===== src/rtl/stack_access_sequencer_pkg.sv =====
// Shared definitions for the stack access sequencer: request opcodes,
// sequencer states and default stack bounds.
package stack_access_sequencer_pkg;

    // Memory-stage operation codes; 3'b111 is not named and behaves as NONE.
    typedef enum logic [2:0] {
        OP_NONE  = 3'b000,
        OP_LOAD  = 3'b001,
        OP_STORE = 3'b010,
        OP_PUSH  = 3'b011,
        OP_POP   = 3'b100,
        OP_CALL  = 3'b101,
        OP_RET   = 3'b110
    } req_op_e;

    // IDLE accepts a new request; SECOND finishes the second half of CALL/RET.
    typedef enum logic {
        ST_IDLE   = 1'b0,
        ST_SECOND = 1'b1
    } seq_state_e;

    // Top of stack (first free slot) after reset.
    localparam logic [31:0] SP_INIT_DEFAULT  = 32'h0000_0FFF;
    // Lowest legal stack address when the stack guard is built in.
    localparam logic [31:0] SP_LIMIT_DEFAULT = 32'h0000_0800;

endpackage


===== src/rtl/stack_access_sequencer_if.sv =====
// Request and data-memory bus of the stack access sequencer.
// The master side is the pipeline plus memory; the slave side is the sequencer.
interface stack_access_sequencer_if;

    logic        req_valid;
    logic [2:0]  req_op;
    logic [15:0] req_addr;
    logic [15:0] req_wdata;
    logic [31:0] req_pc;
    logic [15:0] mem_rdata;
    logic [31:0] mem_addr;
    logic [15:0] mem_wdata;
    logic        mem_read;
    logic        mem_write;
    logic [15:0] rd_data;
    logic        rd_valid;
    logic [31:0] ret_pc;
    logic        ret_pc_valid;
    logic        stall;
    logic [31:0] sp;
    logic        stack_fault;

    modport master (
        output req_valid, req_op, req_addr, req_wdata, req_pc, mem_rdata,
        input  mem_addr, mem_wdata, mem_read, mem_write, rd_data, rd_valid,
               ret_pc, ret_pc_valid, stall, sp, stack_fault
    );

    modport slave (
        input  req_valid, req_op, req_addr, req_wdata, req_pc, mem_rdata,
        output mem_addr, mem_wdata, mem_read, mem_write, rd_data, rd_valid,
               ret_pc, ret_pc_valid, stall, sp, stack_fault
    );

endinterface


===== src/rtl/stack_access_sequencer_spu.sv =====
// Stack pointer unit: holds SP, applies increment/decrement/hold and
// provides the sp+1 lookahead used as the POP/RET read address.
module stack_pointer_unit
    import stack_access_sequencer_pkg::*;
#(
    parameter logic [31:0] SP_INIT = SP_INIT_DEFAULT
) (
    input  logic        CLK,
    input  logic        Reset,
    input  logic        inc,
    input  logic        dec,
    output logic [31:0] sp,
    output logic [31:0] sp_plus1
);

    logic [31:0] sp_q;

    // SP register; arithmetic wraps modulo 2^32, increment wins if both are asked.
    always_ff @(posedge CLK) begin
        if (Reset) begin
            sp_q <= SP_INIT;
        end else if (inc) begin
            sp_q <= sp_q + 32'd1;
        end else if (dec) begin
            sp_q <= sp_q - 32'd1;
        end
    end

    assign sp       = sp_q;
    assign sp_plus1 = sp_q + 32'd1;

endmodule


===== src/rtl/stack_access_sequencer.sv =====
// Memory-stage controller for the 16-bit data memory and the 32-bit SP.
// Issues LOAD/STORE/PUSH/POP in one cycle and splits CALL/RET into two
// 16-bit accesses, stalling upstream during the first half.
// Optional build macro: STACK_GUARD_EN (overflow/underflow guard with a
// sticky stack_fault flag).
module stack_access_sequencer
    import stack_access_sequencer_pkg::*;
#(
    parameter logic [31:0] SP_INIT  = SP_INIT_DEFAULT,
    parameter logic [31:0] SP_LIMIT = SP_LIMIT_DEFAULT
) (
    input  logic                     CLK,
    input  logic                     Reset,
    stack_access_sequencer_if.slave  bus
);

`ifdef STACK_GUARD_EN
    localparam logic GUARD_EN = 1'b1;
`else
    localparam logic GUARD_EN = 1'b0;
`endif

    seq_state_e  state;
    seq_state_e  next_state;
    logic        held_ret;
    logic        next_held_ret;
    logic [15:0] low_half;
    logic        latch_en;
    logic        fault_q;
    logic        fault_set;
    logic        sp_inc;
    logic        sp_dec;
    logic [31:0] sp;
    logic [31:0] sp_plus1;
    logic        overflow;
    logic        underflow;

    logic [31:0] mem_addr;
    logic [15:0] mem_wdata;
    logic        mem_read;
    logic        mem_write;
    logic        rd_valid;
    logic        ret_pc_valid;
    logic        stall;

    stack_pointer_unit #(
        .SP_INIT (SP_INIT)
    ) u_spu (
        .CLK      (CLK),
        .Reset    (Reset),
        .inc      (sp_inc),
        .dec      (sp_dec),
        .sp       (sp),
        .sp_plus1 (sp_plus1)
    );

    // Guard conditions; they collapse to constant 0 when the guard is not built.
    assign overflow  = GUARD_EN && (sp < SP_LIMIT);
    assign underflow = GUARD_EN && (sp == SP_INIT);

    // State, held-op flag, RET low-half latch and sticky fault registers.
    always_ff @(posedge CLK) begin
        if (Reset) begin
            state    <= ST_IDLE;
            held_ret <= 1'b0;
            low_half <= 16'h0000;
            fault_q  <= 1'b0;
        end else begin
            state    <= next_state;
            held_ret <= next_held_ret;
            if (latch_en) begin
                low_half <= bus.mem_rdata;
            end
            if (fault_set) begin
                fault_q <= 1'b1;
            end
        end
    end

    // Next-state and output decode; a guard fault suppresses strobes and SP updates.
    always_comb begin
        next_state    = state;
        next_held_ret = held_ret;
        mem_addr      = sp;
        mem_wdata     = bus.req_wdata;
        mem_read      = 1'b0;
        mem_write     = 1'b0;
        rd_valid      = 1'b0;
        ret_pc_valid  = 1'b0;
        stall         = 1'b0;
        sp_inc        = 1'b0;
        sp_dec        = 1'b0;
        latch_en      = 1'b0;
        fault_set     = 1'b0;

        case (state)
            ST_IDLE: begin
                if (bus.req_valid) begin
                    case (req_op_e'(bus.req_op))
                        OP_LOAD: begin
                            mem_addr = {16'h0000, bus.req_addr};
                            mem_read = 1'b1;
                            rd_valid = 1'b1;
                        end
                        OP_STORE: begin
                            mem_addr  = {16'h0000, bus.req_addr};
                            mem_write = 1'b1;
                        end
                        OP_PUSH: begin
                            if (overflow) begin
                                fault_set = 1'b1;
                            end else begin
                                mem_write = 1'b1;
                                sp_dec    = 1'b1;
                            end
                        end
                        OP_POP: begin
                            mem_addr = sp_plus1;
                            if (underflow) begin
                                fault_set = 1'b1;
                            end else begin
                                mem_read = 1'b1;
                                rd_valid = 1'b1;
                                sp_inc   = 1'b1;
                            end
                        end
                        OP_CALL: begin
                            mem_wdata = bus.req_pc[31:16];
                            if (overflow) begin
                                fault_set = 1'b1;
                            end else begin
                                mem_write     = 1'b1;
                                stall         = 1'b1;
                                sp_dec        = 1'b1;
                                next_state    = ST_SECOND;
                                next_held_ret = 1'b0;
                            end
                        end
                        OP_RET: begin
                            mem_addr = sp_plus1;
                            if (underflow) begin
                                fault_set = 1'b1;
                            end else begin
                                mem_read      = 1'b1;
                                latch_en      = 1'b1;
                                stall         = 1'b1;
                                sp_inc        = 1'b1;
                                next_state    = ST_SECOND;
                                next_held_ret = 1'b1;
                            end
                        end
                        default: begin
                        end
                    endcase
                end
            end
            ST_SECOND: begin
                next_state = ST_IDLE;
                if (held_ret) begin
                    mem_addr = sp_plus1;
                    if (underflow) begin
                        fault_set = 1'b1;
                    end else begin
                        mem_read     = 1'b1;
                        ret_pc_valid = 1'b1;
                        sp_inc       = 1'b1;
                    end
                end else begin
                    mem_wdata = bus.req_pc[15:0];
                    if (overflow) begin
                        fault_set = 1'b1;
                    end else begin
                        mem_write = 1'b1;
                        sp_dec    = 1'b1;
                    end
                end
            end
            default: begin
                next_state = ST_IDLE;
            end
        endcase

        if (Reset) begin
            mem_read     = 1'b0;
            mem_write    = 1'b0;
            rd_valid     = 1'b0;
            ret_pc_valid = 1'b0;
            stall        = 1'b0;
            sp_inc       = 1'b0;
            sp_dec       = 1'b0;
            latch_en     = 1'b0;
            fault_set    = 1'b0;
        end
    end

    assign bus.mem_addr     = mem_addr;
    assign bus.mem_wdata    = mem_wdata;
    assign bus.mem_read     = mem_read;
    assign bus.mem_write    = mem_write;
    assign bus.rd_data      = bus.mem_rdata;
    assign bus.rd_valid     = rd_valid;
    assign bus.ret_pc       = {bus.mem_rdata, low_half};
    assign bus.ret_pc_valid = ret_pc_valid;
    assign bus.stall        = stall;
    assign bus.sp           = sp;
    assign bus.stack_fault  = fault_q;

endmodule


===== src/flat_wrapper.sv =====
// flat-port wrapper written by rule: the top's interface ports become plain ports
module stack_access_sequencer_flat import stack_access_sequencer_pkg::*;
#(
    parameter logic [31:0] SP_INIT  = SP_INIT_DEFAULT,
    parameter logic [31:0] SP_LIMIT = SP_LIMIT_DEFAULT
)
  (CLK, Reset, bus_req_valid, bus_req_op, bus_req_addr, bus_req_wdata, bus_req_pc, bus_mem_rdata, bus_mem_addr, bus_mem_wdata, bus_mem_read, bus_mem_write, bus_rd_data, bus_rd_valid, bus_ret_pc, bus_ret_pc_valid, bus_stall, bus_sp, bus_stack_fault);
  stack_access_sequencer_if bus_i ();
  input  logic CLK;
  input  logic Reset;
  input wire logic [$bits(bus_i.req_valid)-1:0] bus_req_valid;
  input wire logic [$bits(bus_i.req_op)-1:0] bus_req_op;
  input wire logic [$bits(bus_i.req_addr)-1:0] bus_req_addr;
  input wire logic [$bits(bus_i.req_wdata)-1:0] bus_req_wdata;
  input wire logic [$bits(bus_i.req_pc)-1:0] bus_req_pc;
  input wire logic [$bits(bus_i.mem_rdata)-1:0] bus_mem_rdata;
  output wire logic [$bits(bus_i.mem_addr)-1:0] bus_mem_addr;
  output wire logic [$bits(bus_i.mem_wdata)-1:0] bus_mem_wdata;
  output wire logic [$bits(bus_i.mem_read)-1:0] bus_mem_read;
  output wire logic [$bits(bus_i.mem_write)-1:0] bus_mem_write;
  output wire logic [$bits(bus_i.rd_data)-1:0] bus_rd_data;
  output wire logic [$bits(bus_i.rd_valid)-1:0] bus_rd_valid;
  output wire logic [$bits(bus_i.ret_pc)-1:0] bus_ret_pc;
  output wire logic [$bits(bus_i.ret_pc_valid)-1:0] bus_ret_pc_valid;
  output wire logic [$bits(bus_i.stall)-1:0] bus_stall;
  output wire logic [$bits(bus_i.sp)-1:0] bus_sp;
  output wire logic [$bits(bus_i.stack_fault)-1:0] bus_stack_fault;
  assign bus_i.req_valid = bus_req_valid;
  assign bus_i.req_op = bus_req_op;
  assign bus_i.req_addr = bus_req_addr;
  assign bus_i.req_wdata = bus_req_wdata;
  assign bus_i.req_pc = bus_req_pc;
  assign bus_i.mem_rdata = bus_mem_rdata;
  assign bus_mem_addr = bus_i.mem_addr;
  assign bus_mem_wdata = bus_i.mem_wdata;
  assign bus_mem_read = bus_i.mem_read;
  assign bus_mem_write = bus_i.mem_write;
  assign bus_rd_data = bus_i.rd_data;
  assign bus_rd_valid = bus_i.rd_valid;
  assign bus_ret_pc = bus_i.ret_pc;
  assign bus_ret_pc_valid = bus_i.ret_pc_valid;
  assign bus_stall = bus_i.stall;
  assign bus_sp = bus_i.sp;
  assign bus_stack_fault = bus_i.stack_fault;
  stack_access_sequencer #(.SP_INIT(SP_INIT), .SP_LIMIT(SP_LIMIT)) u_core (.CLK(CLK), .Reset(Reset), .bus(bus_i));
endmodule

===== config.mk =====
export PLATFORM = sky130hd
export DESIGN_NAME = stack_access_sequencer_flat
export DESIGN_NICKNAME = d
export VERILOG_FILES = /design/src/rtl/stack_access_sequencer_pkg.sv /design/src/rtl/stack_access_sequencer_if.sv /design/src/rtl/stack_access_sequencer_spu.sv /design/src/rtl/stack_access_sequencer.sv /design/src/flat_wrapper.sv
export SDC_FILE = /design/constraint.sdc
export NUM_CORES = 1
export LEC_CHECK = 0
export BUFFER_PORTS_ARGS = -buffer_cell sky130_fd_sc_hd__buf_2
export CAP_MARGIN = 20
export CORE_MARGIN = 1
export CORE_UTILIZATION = 43
export DETAILED_ROUTE_END_ITERATION = 6
export PLACE_DENSITY_LB_ADDON = 0.1
export SETUP_SLACK_MARGIN = 0.2
export SYNTH_ARGS = -nofsm -noshare
export SYNTH_HDL_FRONTEND = slang
export SYNTH_SLANG_ARGS = --single-unit

===== constraint.sdc =====
create_clock -name CLK -period 2.9 [get_ports CLK]
set_input_delay 0.145 -clock CLK [delete_from_list [all_inputs] [get_ports CLK]]
set_output_delay 0.145 -clock CLK [all_outputs]
set_load 0.005 [all_outputs]

==> impl_metrics.tcl <==
set metrics [dict create \
    ys.flop_type "dfxtp_1" \
    syn_avg_cell_area_sq_um 7.04 \
    fp.dieW_microns 107 \
    p_leak_uw 0.00266 \
    wl_per_cell_microns 16.6 \
    overflow 0 \
    maxCapViolCount 0 \
    hold_violations 0 \
    violations "DRC" \
    dr.pass1.iters 7 \
    rrSetupSlack_ps 340 \
    holdPathEnd "u_core.low_half[10]$_SDFFE_PP0P_" \
    rr_startpoint "u_core.u_spu.sp[12]$_SDFFE_PP0P_" \
    globalplace.congestion 0.881 \
    grt_pass1_wl_microns 25200 \
    clkTransAtPathRegs_ps 110 \
    relSlewSlack_pct 36.9 \
    cts_tree "built" \
    report.final.slew_viol_count 0 \
    yosysSeqAreaShare_pct 21.0 \
    worst-setup-path-type "register to primary output" \
    cp.arrival_ps 2440 \
    viasPerCell 5.85 \
    power_density_nw_per_um2 347 \
    synth_mux_area_share_pct 7.08 \
    drt-total-wl_microns 16300 \
    track_usage_pct 27.3 \
    ant_nets 0 \
    core_area_sq_um 10800 \
    postCtsHoldBufs 0 \
    synth_xor_area_share_pct 2.57 \
    synth_area_leaders "dfxtp_1 (21%), o21ai_0 (5.2%), buf_4 (5.2%)" \
    hold_class "input pin to register" \
    synth-simple-area-share_pct 28.8 \
    syn_to_final_growth_pct 24.4 \
    final-setup-viol-count 0 \
    ys_ff_latch 50 \
    synth_top_family_by_area "simple AND/OR/NAND/NOR gates" \
    clk_latency_ps 320 \
    rr_worst_depth 5 \
    dieHeight_microns 107 \
    combinationalPowerShare_pct 40.0 \
    ys_top_cells_by_count "clkbuf_1 (55), dfxtp_1 (50), nor2_1 (50), o21ai_0 (50)" \
    max_freq_mhz 387 \
    status "finished, violations left" \
    fin_nets 927 \
    p_sw_uw 804 \
    numPortBuffers 218 \
    worst_pin_slew_ps 944 \
    timing.rr.end "u_core.u_spu.sp[31]$_SDFFE_PP0P_" \
    holdPathStages 3 \
    drc 1 \
    period_share_pct 89.1 \
    h-tree-depth 2 \
    yosysUniqueCellTypes 72 \
    synth_fa_ha_area_share_pct 0.524 \
    ys_warn_count 0 \
    syn_nets 766 \
    design_area_sq_um 5940 \
    dieArea_sq_um 11500 \
    critPathMaxFanout 12 \
    switching_share_pct 39.1 \
    critPathRequiredTime_ps 2760 \
    root_buffer "clkbuf_8" \
    whs_ps 81.0 \
    start_util_pct 44.0 \
    dp_slack_ps 318 \
    dpl.hpwl_microns 11900 \
    yosys.area.top_type "dfxtp_1" \
    grt_pass1_vias 4978 \
    finalSetupTns_ps 0 \
    min_from "bus_mem_rdata[10]" \
    period_needed_ps 2580 \
    antenna_found_initial 0 \
    yosysMostFrequentCell "clkbuf_1" \
    synth_top_cell_area_share_pct 21.0 \
    cp-start-kind "register" \
    drtIter0Drc 474 \
    ir_drop_v 0.000204 \
    vias 5737 \
    fill_cells 1111 \
    ios 220 \
    numCtsBuffers 5 \
    clkSinkCount 50 \
    async_reset_ff_share_pct 0 \
    synth-edff-count 0 \
    rows 38 \
    antenna_cells 0 \
    seq_power_share_pct 37.1 \
    setup_slack_ps 315 \
    rsz0062_at_grt "yes" \
    drive_above_1_share_pct 35.6 \
    syn_inst 678 \
    finClkSkew_ps 10.2 \
    synth_compound_area_share_pct 27.1 \
    cts_buffer_depth 2 \
    clkPwrFrac_pct 22.9 \
    grt_max_degree 36 \
    place_area_sq_um 5780 \
    worstSetupEndpointType "primary output" \
    synth_area_sq_um 4770 \
    p_int_uw 1260 \
]
-- worst max path at each step --
stage / startpoint / to / slack [ps] / cells after the start
2_1_floorplan: u_core.u_spu.sp[12]$_SDFFE_PP0P_ / u_core.u_spu.sp[31]$_SDFFE_PP0P_ / 270 / 7
3_3_place_gp: u_core.u_spu.sp[15]$_SDFFE_PP0P_ / u_core.u_spu.sp[31]$_SDFFE_PP0P_ / 350 / 5
3_5_place_dp: u_core.u_spu.sp[15]$_SDFFE_PP0P_ / u_core.u_spu.sp[31]$_SDFFE_PP0P_ / 320 / 5
4_1_cts: u_core.state$_SDFF_PP0_ / bus_mem_addr[31] / 200 / 7
5_1_grt: u_core.u_spu.sp[11]$_SDFFE_PP1P_ / bus_mem_addr[29] / 160 / 7
6_report: u_core.u_spu.sp[2]$_SDFFE_PP1P_ / bus_mem_addr[29] / 320 / 7
-- area by class of cell --
class                      count  area (sq um)  share of cell area, %
multi-input combinational    500          3190                   53.7
clock buffer                   5          68.8                   1.16
sequential                    50          1020                   17.1
clock inverter                 3          28.8                  0.485
tap                          140           175                   2.95
inverter                      31           116                   1.96
timing repair buffer         251          1340                   22.6
-- timing repair --
| item | in CTS | in global routing |
|---|---|---|
| gates resized for setup | 6 | 12 |
| setup buffers | 0 | 2 |
| endpoints found under the setup margin | 6 | 14 |
| endpoints found under the hold margin | 0 | 0 |
| pin swaps | 0 | 1 |
-- through the flow --
stage               power [uW]  cells  utilization (%)
detailed placement        1560    970             53.3
finish                    2060    980             54.8
CTS                       2030    978             54.4
global placement          1540    970             53.3
floorplan                 1270    678                -
global route              2180    980             54.8
-- cell usage in the layout, fill, tap and decap left out, drive strengths merged, types with 18 or more instances in the layout --
cell type	count
a211oi	18
a21oi	42
buf	251
dfxtp	50
inv	32
mux2i	18
nand2	35
nand3	42
nor2	50
nor2b	32
o21ai	50
-- state kept, by name, indices dropped and copies added, names as in the netlist --
register         flops
u_core.held_ret      1
u_core.u_spu.sp     32
u_core.state         1
u_core.low_half     16
-- per-layer routing --
layer | up-vias | GRT usage [%] | part of all wire [%]
met4 | 0 | 7.53 | 1.4
met5 | - | 0 | 0
met3 | 19 | 4.30 | 7.2
met1 | 2674 | 36.2 | 42
met2 | 243 | 45.8 | 49
li1 | 2801 | - | -
-- critical path: stages, from the launching register on --
cell and delay, ps:
dfxtp_1 520, nand4_1 300, nor4_1 240, buf_4 250, nand3_1 160, or4_1 420, nand3_1 100, buf_2 110
-- power by group through the flow --
stage | Combinational (uW) | Sequential, uW | Clock [uW]
5_1_grt | 900 | 769 | 515
3_3_place_gp | 771 | 773 | 0
6_report | 825 | 764 | 471
3_5_place_dp | 782 | 775 | 0
2_1_floorplan | 523 | 747 | 0
4_1_cts | 790 | 760 | 483
-- cells by family after synthesis --
| group | Yosys count |
|---|---|
| AND/OR/NAND/NOR | 255 |
| AO/OA/AOI/OAI | 196 |
| buffers and inverters | 128 |
| flip-flops | 50 |
| multiplexers | 32 |
| XOR/XNOR | 14 |
| adder cells (fa/ha/maj) | 2 |
| other | 1 |
Note: power is estimated with default switching activity, not from simulation.
